$ cat src/rtl/pair_burst_gen.sv
// Two-signal burst stimulus source: drives aligned bursts on a/b with
// independent lengths, repeated with a forced low gap between bursts.
module pair_burst_gen #(
    parameter int CNT_W = 4
) (
    input  logic             clk,
    input  logic             rst,
    input  logic             start,
    input  logic [CNT_W-1:0] a_len,
    input  logic [CNT_W-1:0] b_len,
    input  logic [CNT_W-1:0] gap_len,
    input  logic [CNT_W-1:0] rep,
    output logic             a,
    output logic             b,
    output logic             busy,
    output logic             done,
    output logic [CNT_W-1:0] burst_idx
);

    typedef enum logic [1:0] {
        S_IDLE,
        S_BURST,
        S_GAP
    } state_t;

    localparam logic [CNT_W-1:0] ONE  = CNT_W'(1);
    localparam logic [CNT_W-1:0] ZERO = '0;

    state_t           r_state, w_state;
    logic [CNT_W-1:0] r_cnt, w_cnt;
    logic [CNT_W-1:0] r_acnt, w_acnt;
    logic [CNT_W-1:0] r_bcnt, w_bcnt;
    logic [CNT_W-1:0] r_a_sh, w_a_sh;
    logic [CNT_W-1:0] r_b_sh, w_b_sh;
    logic [CNT_W-1:0] r_len_sh, w_len_sh;
    logic [CNT_W-1:0] r_gap_sh, w_gap_sh;
    logic [CNT_W-1:0] r_rep_sh, w_rep_sh;
    logic [CNT_W-1:0] r_idx, w_idx;
    logic             r_a, w_a;
    logic             r_b, w_b;
    logic             r_busy, w_busy;
    logic             r_done, w_done;
    logic [CNT_W-1:0] w_max_ab;
    logic [CNT_W-1:0] w_len_in;

    assign w_max_ab = (a_len > b_len) ? a_len : b_len;
    assign w_len_in = (w_max_ab == ZERO) ? ONE : w_max_ab;

    always_comb begin
        w_state  = r_state;
        w_cnt    = r_cnt;
        w_acnt   = r_acnt;
        w_bcnt   = r_bcnt;
        w_a_sh   = r_a_sh;
        w_b_sh   = r_b_sh;
        w_len_sh = r_len_sh;
        w_gap_sh = r_gap_sh;
        w_rep_sh = r_rep_sh;
        w_idx    = r_idx;
        w_a      = r_a;
        w_b      = r_b;
        w_busy   = r_busy;
        w_done   = 1'b0;
        unique case (r_state)
            S_IDLE: begin
                if (start) begin
                    w_a_sh   = a_len;
                    w_b_sh   = b_len;
                    w_len_sh = w_len_in;
                    w_gap_sh = (gap_len == ZERO) ? ONE : gap_len;
                    w_rep_sh = (rep == ZERO) ? ONE : rep;
                    w_state  = S_BURST;
                    w_cnt    = w_len_in;
                    w_acnt   = a_len;
                    w_bcnt   = b_len;
                    w_a      = (a_len != ZERO);
                    w_b      = (b_len != ZERO);
                    w_busy   = 1'b1;
                    w_idx    = ZERO;
                end
            end
            S_BURST: begin
                if (r_cnt == ONE) begin
                    w_a    = 1'b0;
                    w_b    = 1'b0;
                    w_acnt = ZERO;
                    w_bcnt = ZERO;
                    if (r_idx == r_rep_sh - ONE) begin
                        w_state = S_IDLE;
                        w_busy  = 1'b0;
                        w_done  = 1'b1;
                    end else begin
                        w_state = S_GAP;
                        w_cnt   = r_gap_sh;
                    end
                end else begin
                    // acnt/bcnt hold the high cycles left including this one
                    w_cnt  = r_cnt - ONE;
                    w_a    = (r_acnt > ONE);
                    w_b    = (r_bcnt > ONE);
                    w_acnt = (r_acnt == ZERO) ? ZERO : r_acnt - ONE;
                    w_bcnt = (r_bcnt == ZERO) ? ZERO : r_bcnt - ONE;
                end
            end
            S_GAP: begin
                if (r_cnt == ONE) begin
                    w_state = S_BURST;
                    w_cnt   = r_len_sh;
                    w_acnt  = r_a_sh;
                    w_bcnt  = r_b_sh;
                    w_a     = (r_a_sh != ZERO);
                    w_b     = (r_b_sh != ZERO);
                    w_idx   = r_idx + ONE;
                end else begin
                    w_cnt = r_cnt - ONE;
                end
            end
            default: begin
                w_state = S_IDLE;
            end
        endcase
    end

    always_ff @(posedge clk) begin
        if (rst) begin
            r_state  <= S_IDLE;
            r_cnt    <= '0;
            r_acnt   <= '0;
            r_bcnt   <= '0;
            r_a_sh   <= '0;
            r_b_sh   <= '0;
            r_len_sh <= '0;
            r_gap_sh <= '0;
            r_rep_sh <= '0;
            r_idx    <= '0;
            r_a      <= 1'b0;
            r_b      <= 1'b0;
            r_busy   <= 1'b0;
            r_done   <= 1'b0;
        end else begin
            r_state  <= w_state;
            r_cnt    <= w_cnt;
            r_acnt   <= w_acnt;
            r_bcnt   <= w_bcnt;
            r_a_sh   <= w_a_sh;
            r_b_sh   <= w_b_sh;
            r_len_sh <= w_len_sh;
            r_gap_sh <= w_gap_sh;
            r_rep_sh <= w_rep_sh;
            r_idx    <= w_idx;
            r_a      <= w_a;
            r_b      <= w_b;
            r_busy   <= w_busy;
            r_done   <= w_done;
        end
    end

    assign a         = r_a;
    assign b         = r_b;
    assign busy      = r_busy;
    assign done      = r_done;
    assign burst_idx = r_idx;

endmodule

$ cat config.mk
export PLATFORM = sky130hd
export DESIGN_NAME = pair_burst_gen
export DESIGN_NICKNAME = d
export VERILOG_FILES = /design/src/rtl/pair_burst_gen.sv
export SDC_FILE = /design/constraint.sdc
export NUM_CORES = 1
export LEC_CHECK = 0
export ABC_AREA = 1
export CORE_AREA = 10 10 90 92
export DETAILED_ROUTE_END_ITERATION = 10
export DIE_AREA = 0 0 100 102
export GPL_ROUTABILITY_DRIVEN = 1
export SYNTH_ARGS = -nofsm -noshare
export SYNTH_HDL_FRONTEND = slang
export SYNTH_SLANG_ARGS = --single-unit
$ cat constraint.sdc
create_clock -name clk -period 1.99 [get_ports clk]
set_input_delay 0.398 -clock clk [delete_from_list [all_inputs] [get_ports clk]]
set_output_delay 0.398 -clock clk [all_outputs]
set_load 0.005 [all_outputs]
# == After elaboration in Yosys (flattened, before gate mapping) ==
# Cells that the tools add are included.
# W data, S select, Z words.
# totals
reg_bits,42
out_inout_bits,8
inputBits,19
# classes
eq_ne,9
mux,40
reduce_logical,20
add_sub_neg,5
n_bitwise,2
order_cmp,3
# ops
operator,count
$mux W4,18
$pmux W4 S3,3
$logic_not A4 Y1,5
$reduce_bool A4 Y1,4
$sub A4 B1 Y4 const B,4
$reduce_and A3 Y1,4
$mux W1,10
$gt A4 B1 Y1 const B,2
$mux W2,4
$ne A2 B2 Y1 const B,4
$pmux W4 S2,1
$pmux W1 S3,2
$pmux W2 S3,1
$add A4 B1 Y4 const B,1
$eq A4 B1 Y1 const B,1
$eq A4 B4 Y1,1
$gt A4 B4 Y1,1
$reduce_and A4 Y1,1
$reduce_bool A2 Y1,2
$ne A3 B3 Y1 const B,1
$reduce_bool A3 Y1,1
$reduce_or A3 Y1,1
$eq A2 B1 Y1 const B,1
$eq A2 B2 Y1 const B,1
4 further kinds,5

# == Longest topological paths before layout ==
# logic_depth
ltp_word,6
ltp_mapped,14

# == Worst setup path after synthesis ==
# Ideal clock, no wire load.
# synth_timing
path_kind,in2reg
startpoint,input port b_len[3]
endpoint,register r_len_sh[0]
t_arrival_ns,1.504
path_stages,13
path_slack_ns,0.371
setup_ns,0.115
required_ns,1.875
n_path_buf,0
cell_sequence,inv_1 ha_1 nand2_1 inv_1 nand2_1 nand2_1 nand2_1 nand2_1 nand2_1 nand3_1 nand2_1 o21ai_0 inv_1
# synth_via
elab_chain_cells,4
# synth_rtl
item,line_no,rtl
from (decl),10,"input logic [CNT_W-1:0] b_len,"
$gt A4 B4 Y1,46,assign w_max_ab = (a_len > b_len) ? a_len : b_len;
$mux W4 *,46,
$logic_not A4 Y1,47,assign w_len_in = (w_max_ab == ZERO) ? ONE : w_max_ab;
$mux W4 *,47,
to (signal assigned),147,r_len_sh <= w_len_sh;
to (decl),35,"logic [CNT_W-1:0] r_len_sh, w_len_sh;"
# Mark *: on every way between the ends. The rest lies on a longest branch, timed or not.
# A chain may end at the register's enable or synchronous reset.

# == Final worst setup path ==
# Ends and elaborated chain as after synthesis.

==> qor.csv <==
stage;metric;value;unit
synthesis;yosysTopAreaCell;dfxtp_1;
floorplan;rows;29;
drt;drt_wl_total;6.25;mm
power;powerDensity;1400;nW/um^2
worst_setup_path;crit_path_start_kind;input port;
synthesis;synth_commonest_cells;nand2_1, dfxtp_1, nor2_1, o21ai_0, inv_1;
timing;finalSetupViolations;0;
global_route;grtUsageTotal;12.2;%
floorplan;die_h;102;um
timing;maxSlewViolCount;0;
synthesis;synth_top_area_share;34.1;%
timing;timing_hold_violations_final;0;
drt;drt_iter0_drc;98;
global_route;grt_pass1_wl;10.4;mm
timing;rsz0062_at_grt;yes;
placed_design;place_hpwl;4.73;mm
global_route;grt_pass1_vias;2204;
final_layout;diodes;0;
synthesis;synth_cell_types;35;
power;p_leak;1.30;nW
worst_setup_path;critPathRequiredTime;2180;ps
final_layout;area_growth;23.0;%
min_path;hold_path_class;reg2reg;
timing;post-route-min-period;1910;ps
floorplan;core_area;6280;um^2
global_route;grt_start_max_net_pins;29;
synthesis;ys_ff_latch;42;
clock_tree;clockBufferDepth;2;
placed_design;routabilityCongestion;0.861;
floorplan;die_area;10200;um^2
synthesis;yosysMostFrequentCell;nand2_1;
worst_setup_path;crit_path_max_fanout;5;
drt;vias;2325;
worst_setup_path;cp_common_cell;nand2_1;
power;ir_worst_vdd;0.595;mV
placed_design;io_buffers;26;
drt;drc;0;
synthesis;netlist_area;2460;um^2
power;fin_total_pwr;4.25;mW
floorplan;start_util;39.2;%
synthesis;yosysWarnings;0;
synthesis;async_reset_ff_share;0;%
final_layout;final_nets;418;
synthesis;syn_inst;352;
clock_tree;insertion_delay;290;ps
floorplan;ioPinCount;27;
clock_tree;cts_tree;built;
worst_setup_path;end_kind;flop;
worst_setup_path;cp_slowest_stage_delay;450;ps
global_route;grt.overflow.total;0;
synthesis;yosys-top-cells-area;dfxtp_1, nand2_1, o21ai_0;
synthesis;synth_edf_count;0;
synthesis;synth_ff_type;dfxtp_1;
timing;fmax;524;MHz
timing;finalCritPeriodShare;95.9;%
final_layout;final_core_util;48.3;%
drt;routed_via_density;5.01;
drt;ant_nets;0;
worst_setup_path;cp_slowest_cell;clkdlybuf4s50_1;
synthesis;ys_seq_area_share;34.1;%
timing;tightest_slew;431;ps
clock_tree;path_clk_slew;80;ps
clock_tree;htreeDepth;2;
timing;fin_setup_tns;0;ps
drt;first_pass_iters;4;
clock_tree;cts-buffers-inserted;5;
worst_setup_path;cp.arrival;2090;ps
synthesis;syn-num-nets;384;
floorplan;die_w;100;um
synthesis;avgSynthCellArea;7.00;um^2
global_route;antenna_found_initial;0;
worst_setup_path;path_cells;clkdlybuf4s50_1 -> inv_1 -> ha_1 -> nand2_1 -> inv_1 -> nand2_1 -> nand2_2 -> nand2_4 -> nand2_1 -> nand2_1 -> nand3_1 -> nand2_2 -> o21ai_1 -> inv_1;
worst_setup_path;critical_path.top_delay_family;simple AND/OR/NAND/NOR gates;
final_layout;fillCellCount;646;
run_status;status;complete, no violations;
worst_setup_path;crit_type;in2reg;
clock_tree;cts_root_buf;clkbuf_8;
flow_run;drv_cap;0;
timing;slew_headroom;71.0;%
drt;wl_per_cell;13.5;um
clock_tree;cts_sinks;42;
worst_setup_path;cp.buffers_inverters;4;
timing;finClkSkew;10.2;ps
final_layout;drive_gt1_share;14.7;%
==> layout by cell type, fill, tap and decap left out, types with 2 or more instances in the layout <==
cell              n
nand2_2           4
nor2_4            3
inv_2             6
a211oi_1          3
buf_12            2
inv_1            36
nor2_1           38
a21oi_1          33
clkdlybuf4s50_1  26
nor3_1            3
o21ai_2           6
xor2_1            3
nand4_1           5
a21oi_2           3
xnor2_1           3
dfxtp_1          41
nand3_1          13
clkbuf_8          8
nand2_1          62
or2_2             3
ha_1             12
o211ai_1          6
buf_4            12
o21ai_1           5
nand2_4           3
o21ai_0          36
==> worst register-to-register path: cells and delay by family (launching register included) <==
family	cells	cell delay [ps]
AOI/OAI and AO/OA	1	170
xor gates and xnor gates	1	120
and+or+nand+nor	4	610
DFF	1	350
buffers and inverters	2	160
adders and majority gates	1	300
==> per-layer routing <==
layer	wire (um)	GRT usage (%)
met4	44	3.15
met2	2820	19.7
met5	0	0
met1	3180	16.1
met3	206	2.97
==> cell type report <==
class | count | area, um^2 | area share [%]
multi-input combinational | 254 | 1420 | 47.0
timing repair buffer | 40 | 390 | 12.9
tap | 77 | 96.3 | 3.18
inverter | 43 | 166 | 5.49
sequential | 42 | 842 | 27.8
clock buffer | 8 | 110 | 3.63
==> kinds of logic (layout without fill, tap and decap cells) <==
kind of cell | count (synthesis) | after routing | synth area share, %
compound gates | 96 | 96 | 22.4
xor+xnor | 6 | 6 | 2.13
fa+ha+maj | 13 | 13 | 6.60
buf+inv | 56 | 91 | 9.55
flops | 42 | 42 | 34.1
simple gates | 139 | 139 | 25.2
==> metrics by stage <==
stage	area (um^2)	worst slack [ps]	hold slack, ps	cells
4_1_cts	2990	4.23	476	464
3_3_place_gp	2880	-242	454	456
3_5_place_dp	2880	-297	464	456
2_1_floorplan	2460	371	442	352
6_report	3030	81.9	470	464
5_1_grt	3030	-35.7	509	464
==> worst paths after layout <==
path / start / cells after the start / slack (ps) / endpoint
max: b_len[3] / 14 / 80 / r_len_sh[0]
min: a / 2 / 470 / a
min reg2reg: a / 2 / 470 / a
max reg2reg: r_rep_sh[0] / 9 / 160 / r_cnt[3]
==> flip-flops by register name, indices dropped and copies added, names as in the netlist <==
name,flops
burst_idx,4
r_a_sh,4
r_acnt,4
r_b_sh,4
r_bcnt,4
r_cnt,4
r_gap_sh,4
r_len_sh,4
r_rep_sh,4
r_state,2
a,1
b,1
busy,1
done,1
==> what timing repair did <==
action,CTS,global route
hold buffers,0,0
setup endpoints to repair,0,6
buffers inserted,0,0
resized for setup,0,11
endpoints found under the hold margin,0,0
==> report_power, final <==
group          internal, mW  switching (mW)  leakage [nW]
clock                 0.351           0.305        0.0575
combinational         0.896            1.39         0.896
sequential             1.10           0.209         0.347
No activity file was read; power rests on OpenSTA's default activity.
